==> config.mk <==
export PLATFORM = sky130hd
export DESIGN_NAME = ex_muldiv
export DESIGN_NICKNAME = d
export VERILOG_FILES = /design/src/rtl/ex_muldiv.sv
export SDC_FILE = /design/constraint.sdc
export NUM_CORES = 1
export LEC_CHECK = 0
export BUFFER_PORTS_ARGS = -buffer_cell sky130_fd_sc_hd__buf_2
export CAP_MARGIN = 30
export CORE_MARGIN = 2
export CORE_UTILIZATION = 56
export CTS_CLUSTER_SIZE = 8
export DETAILED_ROUTE_END_ITERATION = 6
export GPL_TIMING_DRIVEN = 0
export HOLD_SLACK_MARGIN = 0.15
export PLACE_DENSITY = 0.78
export SETUP_SLACK_MARGIN = 0.15
export SLEW_MARGIN = 30
export SYNTH_ARGS = -nofsm -noshare
export SYNTH_HDL_FRONTEND = slang
export SYNTH_SLANG_ARGS = --single-unit
export TNS_END_PERCENT = 1
==> constraint.sdc <==
create_clock -name clk -period 3.5 [get_ports clk]
set_input_delay 0.35 -clock clk [delete_from_list [all_inputs] [get_ports clk]]
set_output_delay 0.35 -clock clk [all_outputs]
set_load 0.03 [all_outputs]
==> src/rtl/ex_muldiv.sv <==
// ex_muldiv: iterative 32x32 multiply / divide unit for the EX stage.
//   MULTU/MULT use a radix-2 shift-add, DIVU/DIV a restoring shift-subtract,
//   both on operand magnitudes with sign correction applied in a final cycle.
//   An accepted request produces its result 33 cycles later.
// Ports:
//   clk, rst       clock, synchronous active-high reset
//   start          mult/div instruction present in ID/EX
//   op             00 MULTU, 01 MULT, 10 DIVU, 11 DIV
//   dato_A/dato_B  operands (multiplicand/dividend, multiplier/divisor)
//   hi/lo          result registers (product high/low or remainder/quotient)
//   busy           operation in progress
//   done/div0      one-cycle result pulse / divide-by-zero flag
//   stall          combinational hold for the ID/EX register
module ex_muldiv (
    input  logic        clk,
    input  logic        rst,
    input  logic        start,
    input  logic [1:0]  op,
    input  logic [31:0] dato_A,
    input  logic [31:0] dato_B,
    output logic [31:0] hi,
    output logic [31:0] lo,
    output logic        busy,
    output logic        done,
    output logic        div0,
    output logic        stall
);

    localparam int unsigned W    = 32;
    localparam int unsigned CW   = 6;
    localparam int unsigned STEP = 32;

    typedef enum logic [1:0] {
        IDLE = 2'd0,
        CALC = 2'd1,
        FIX  = 2'd2
    } state_e;

    state_e          state_q, state_d;
    logic            is_div_q, is_div_d;
    logic            sa_q, sa_d;
    logic            sb_q, sb_d;
    logic [W-1:0]    a_q, a_d;
    logic [W-1:0]    b_q, b_d;
    logic [2*W-1:0]  acc_q, acc_d;
    logic [CW-1:0]   cnt_q, cnt_d;
    logic [W-1:0]    hi_q, hi_d;
    logic [W-1:0]    lo_q, lo_d;
    logic            busy_q, busy_d;
    logic            done_q, done_d;
    logic            div0_q, div0_d;

    logic            accept;
    logic [W-1:0]    mag_a, mag_b;
    logic [W:0]      mul_sum;
    logic [2*W-1:0]  mul_next;
    logic [W:0]      div_r;
    logic            div_ge;
    logic [W-1:0]    div_sub;
    logic [2*W-1:0]  div_next;
    logic [2*W-1:0]  prod_fix;
    logic [W-1:0]    quo_fix, rem_fix, a_raw;

    // Requests are taken only in IDLE and never in the result cycle.
    assign accept = (state_q == IDLE) && start && !done_q;

    // Signed ops work on magnitudes; 0x80000000 stays 0x80000000 as unsigned.
    assign mag_a = (op[0] && dato_A[W-1]) ? (~dato_A + W'(1)) : dato_A;
    assign mag_b = (op[0] && dato_B[W-1]) ? (~dato_B + W'(1)) : dato_B;

    // Multiply step: acc = {partial product, remaining multiplier bits}.
    assign mul_sum  = {1'b0, acc_q[2*W-1:W]} + (acc_q[0] ? {1'b0, a_q} : (W+1)'(0));
    assign mul_next = {mul_sum, acc_q[W-1:1]};

    // Divide step: acc = {partial remainder, dividend/quotient bits}.
    assign div_r    = acc_q[2*W-1:W-1];
    assign div_ge   = div_r >= {1'b0, b_q};
    assign div_sub  = W'(div_r - {1'b0, b_q});
    assign div_next = {(div_ge ? div_sub : div_r[W-1:0]), acc_q[W-2:0], div_ge};

    // Sign correction of the finished magnitude result.
    assign prod_fix = (sa_q ^ sb_q) ? (~acc_q + (2*W)'(1)) : acc_q;
    assign quo_fix  = (sa_q ^ sb_q) ? (~acc_q[W-1:0] + W'(1)) : acc_q[W-1:0];
    assign rem_fix  = sa_q ? (~acc_q[2*W-1:W] + W'(1)) : acc_q[2*W-1:W];
    assign a_raw    = sa_q ? (~a_q + W'(1)) : a_q;

    // Next-state and datapath update.
    always_comb begin
        state_d  = state_q;
        is_div_d = is_div_q;
        sa_d     = sa_q;
        sb_d     = sb_q;
        a_d      = a_q;
        b_d      = b_q;
        acc_d    = acc_q;
        cnt_d    = cnt_q;
        hi_d     = hi_q;
        lo_d     = lo_q;
        busy_d   = busy_q;
        done_d   = 1'b0;
        div0_d   = 1'b0;
        case (state_q)
            IDLE: begin
                if (accept) begin
                    state_d  = CALC;
                    is_div_d = op[1];
                    sa_d     = op[0] & dato_A[W-1];
                    sb_d     = op[0] & dato_B[W-1];
                    a_d      = mag_a;
                    b_d      = mag_b;
                    acc_d    = op[1] ? {W'(0), mag_a} : {W'(0), mag_b};
                    cnt_d    = CW'(0);
                    busy_d   = 1'b1;
                end
            end
            CALC: begin
                acc_d = is_div_q ? div_next : mul_next;
                cnt_d = cnt_q + CW'(1);
                if (cnt_q == CW'(STEP - 1)) begin
                    state_d = FIX;
                end
            end
            FIX: begin
                state_d = IDLE;
                busy_d  = 1'b0;
                done_d  = 1'b1;
                if (!is_div_q) begin
                    hi_d = prod_fix[2*W-1:W];
                    lo_d = prod_fix[W-1:0];
                end else if (b_q == W'(0)) begin
                    // Divide by zero: all-ones quotient, dividend passed through.
                    hi_d   = a_raw;
                    lo_d   = {W{1'b1}};
                    div0_d = 1'b1;
                end else begin
                    hi_d = rem_fix;
                    lo_d = quo_fix;
                end
            end
            default: begin
                state_d = IDLE;
                busy_d  = 1'b0;
            end
        endcase
    end

    // State register.
    always_ff @(posedge clk) begin
        if (rst) begin
            state_q  <= IDLE;
            is_div_q <= 1'b0;
            sa_q     <= 1'b0;
            sb_q     <= 1'b0;
            a_q      <= '0;
            b_q      <= '0;
            acc_q    <= '0;
            cnt_q    <= '0;
            hi_q     <= '0;
            lo_q     <= '0;
            busy_q   <= 1'b0;
            done_q   <= 1'b0;
            div0_q   <= 1'b0;
        end else begin
            state_q  <= state_d;
            is_div_q <= is_div_d;
            sa_q     <= sa_d;
            sb_q     <= sb_d;
            a_q      <= a_d;
            b_q      <= b_d;
            acc_q    <= acc_d;
            cnt_q    <= cnt_d;
            hi_q     <= hi_d;
            lo_q     <= lo_d;
            busy_q   <= busy_d;
            done_q   <= done_d;
            div0_q   <= div0_d;
        end
    end

    assign hi    = hi_q;
    assign lo    = lo_q;
    assign busy  = busy_q;
    assign done  = done_q;
    assign div0  = div0_q;
    assign stall = busy_q | (start & ~done_q);

endmodule

==> flow_metrics.tcl <==
set metrics [dict create \
    yosys_register_bits 206 \
    viasPerCell 6.81 \
    period_minus_slack_ns 3.47 \
    worstReg2RegEnd "acc_q[55]$_SDFFE_PP0P_" \
    clock_sinks 206 \
    postPlaceCellArea_um2 17800 \
    ir_drop_v 0.000500 \
    p_leak_nw 7.51 \
    worst-r2r-setup-slack_ns 0.03 \
    ys.flop_type "dfxtp_1" \
    timing.rr.start "acc_q[0]$_SDFFE_PP0P_" \
    fin_setup_tns_ns 0 \
    start_util 0.565 \
    dp_cells 2772 \
    detail_route.wl_per_cell_um 25.6 \
    cp-end-kind "register" \
    grt.total_usage 0.455 \
    hpwl_um 54800 \
    synthArstFlopShare 0 \
    min_from "dato_A[12]" \
    ios 137 \
    drtPass1Iterations 6 \
    syn_area_per_cell_um2 7.41 \
    core_um2 29500 \
    vias 19296 \
    ys_types 81 \
    whs_path_depth 3 \
    drc_errors 0 \
    worstSetupStartpointType "register" \
    cts_max_path_buffers 3 \
    h-tree-depth 1 \
    layout.nets 2580 \
    worst_pin_slew_ns 1.06 \
    cts_made_buffers 30 \
    antenna_cells 0 \
    synth-edff-count 0 \
    maxSlewViolCount 0 \
    hold_path.class "in -> reg" \
    hold_violations 0 \
    final_area_um2 19400 \
    fmaxAchievable_ghz 0.288 \
    antenna_left 0 \
    p_per_area_nw_per_um2 389 \
    synth_area_leader_cell "dfxtp_1" \
    globalplace.congestion 1.05 \
    status "finished, final reports clean" \
    regArea_um2 4140 \
    chipWidth_um 176 \
    row_count 63 \
    max_slew_margin 0.291 \
    min_to "a_q[12]$_SDFFE_PP0P_" \
    die_area_um2 31100 \
    synthesis.nets 2387 \
    first_iter_violations 2518 \
    setup_slack_ns 0.0305 \
    setup_viol 0 \
    yosysWarnings 0 \
    ys_top_cells_by_area "dfxtp_1 (25%), a211oi_1 (6.0%), nor2_1 (5.8%), ha_1 (5.3%), a21oi_1 (5.1%)" \
    fin_crit_sh 0.991 \
    yosys-top-cells-count "nor2_1 (256), dfxtp_1 (206), nand2_1 (188), a21oi_1 (170)" \
    tritoncts "yes" \
    skew_ns 0.0131 \
    antenna_found_initial 1 \
    final_layout_size_suffix_gt1_frac 0.133 \
    place_ws_ns -0.881 \
    cp.arrival_ns 3.94 \
    path_class "reg -> reg" \
    n_fill_cell 2685 \
    crit_required_ns 3.97 \
    cts.clk_slew.worst_paths_ns 0.06 \
    grt_max_degree 18 \
    port_buffers 136 \
    seq_area_frac_synth 0.248 \
    gr-total-overflow 0 \
    synthesis.area_um2 16600 \
    wirelength_um 72700 \
    clockRootBuffer "clkbuf_16" \
    area_growth_pct 16.3 \
    first_global_vias 18404 \
    crit_path_max_fanout 8 \
    yosysTopAreaCellShare 0.248 \
    maxCapViolCount 0 \
    rr_worst_depth 14 \
    syn_inst 2246 \
    chipHeight_um 176 \
    multi_input_comb_area_um2 12000 \
    grt_pass1_wl_um 108000 \
    worstSkewPairLatency_ns 0.59 \
    fin_cells 2833 \
    rsz0062_at_grt "true" \
    totalPowerFinal_mw 7.54 \
    yosysMostFrequentCell "nor2_1" \
]
stage by stage:
stage                     hold slack (ns)   util
final                               0.162  0.657
after CTS                           0.150  0.645
after floorplan                     0.449      -
after global routing                0.174  0.657
after detailed placement            0.447  0.605
after global placement              0.442  0.604
flip-flops by register name (all words and copies together) (netlist names), 2 cells and up:
name and flops:
acc_q 64, a_q 32, b_q 32, hi 32
lo 32, cnt_q 6, state_q 2
how the worst max path moves through the flow:
stage	from	endpoint	slack (ns)	cells past startpoint
global placement	acc_q[0]$_SDFFE_PP0P_	acc_q[63]$_SDFFE_PP0P_	-0.78	13
CTS	acc_q[0]$_SDFFE_PP0P_	acc_q[58]$_SDFFE_PP0P_	0.04	13
floorplan	acc_q[0]$_SDFFE_PP0P_	acc_q[55]$_SDFFE_PP0P_	0.19	12
finish	acc_q[0]$_SDFFE_PP0P_	acc_q[55]$_SDFFE_PP0P_	0.03	14
detailed placement	acc_q[0]$_SDFFE_PP0P_	acc_q[63]$_SDFFE_PP0P_	-0.88	13
global route	acc_q[0]$_SDFFE_PP0P_	hi[18]$_SDFFE_PP0P_	-0.02	15
layer usage:
layer / vias up / share of wire / track usage
met1: 9070 / 0.38 / 0.569
met3: 361 / 0.11 / 0.106
met5: - / 0.00018 / 0
li1: 8582 / - / -
met4: 2 / 0.081 / 0.304
met2: 1281 / 0.43 / 0.701
cell families after synthesis:
family          count (synthesis)  share of synthesized area
fa+ha+maj                      72                     0.0550
mux                            59                     0.0389
buf+inv                       234                     0.0531
xor+xnor                      181                     0.0952
simple gates                  788                      0.231
flops                         206                      0.248
compound gates                706                      0.279
layout by cell type, fill, tap and decap left out, drive strengths merged, types with 28 or more instances in the layout:
cell	Yosys	routed
nand3	48	48
nand2b	30	30
nand2	189	189
mux2i	50	50
xor2	91	91
nor3	71	71
buf	18	172
clkbuf	151	185
ha	70	70
or3	29	29
inv	65	64
a21o	31	31
nor2	257	257
a21oi	170	170
o31ai	27	28
xnor2	90	90
a211oi	134	134
and2	51	51
o21ai	153	153
dfxtp	206	206
cell type report:
type | count | share of cell area
Multi-Input combinational cell | 1807 | 0.621
Sequential cell | 206 | 0.214
Timing Repair Buffer | 160 | 0.0480
Clock buffer | 33 | 0.0399
Buffer | 169 | 0.0368
Tap cell | 390 | 0.0252
Inverter | 65 | 0.0129
Clock inverter | 3 | 0.00207
critical path, stage by stage (launching register included):
cell	delay, ns
dfxtp_4	0.40
clkinvlp_4	0.12
nor2_4	0.05
ha_4	0.17
inv_2	0.06
fa_2	0.22
nor2b_4	0.05
o31a_1	0.32
o41a_1	0.46
a41oi_4	0.35
o21a_4	0.22
nor2b_2	0.05
or3_1	0.33
a32o_2	0.28
a221o_1	0.26
timing repair:
action / CTS / global route
resized for setup: 76 / 67
hold buffers: 5 / 0
endpoints found under the hold margin: 5 / 0
pin swaps: 15 / 20
gates cloned: 0 / 4
setup endpoints to repair: 69 / 92
buffers inserted: 8 / 8
where the power goes:
part | internal, mW | switching [mW]
sequential | 2.47 | 0.249
clock | 1.53 | 1.12
combinational | 0.775 | 1.40
total | 4.77 | 2.76
Power figures use the tool's default switching activity.
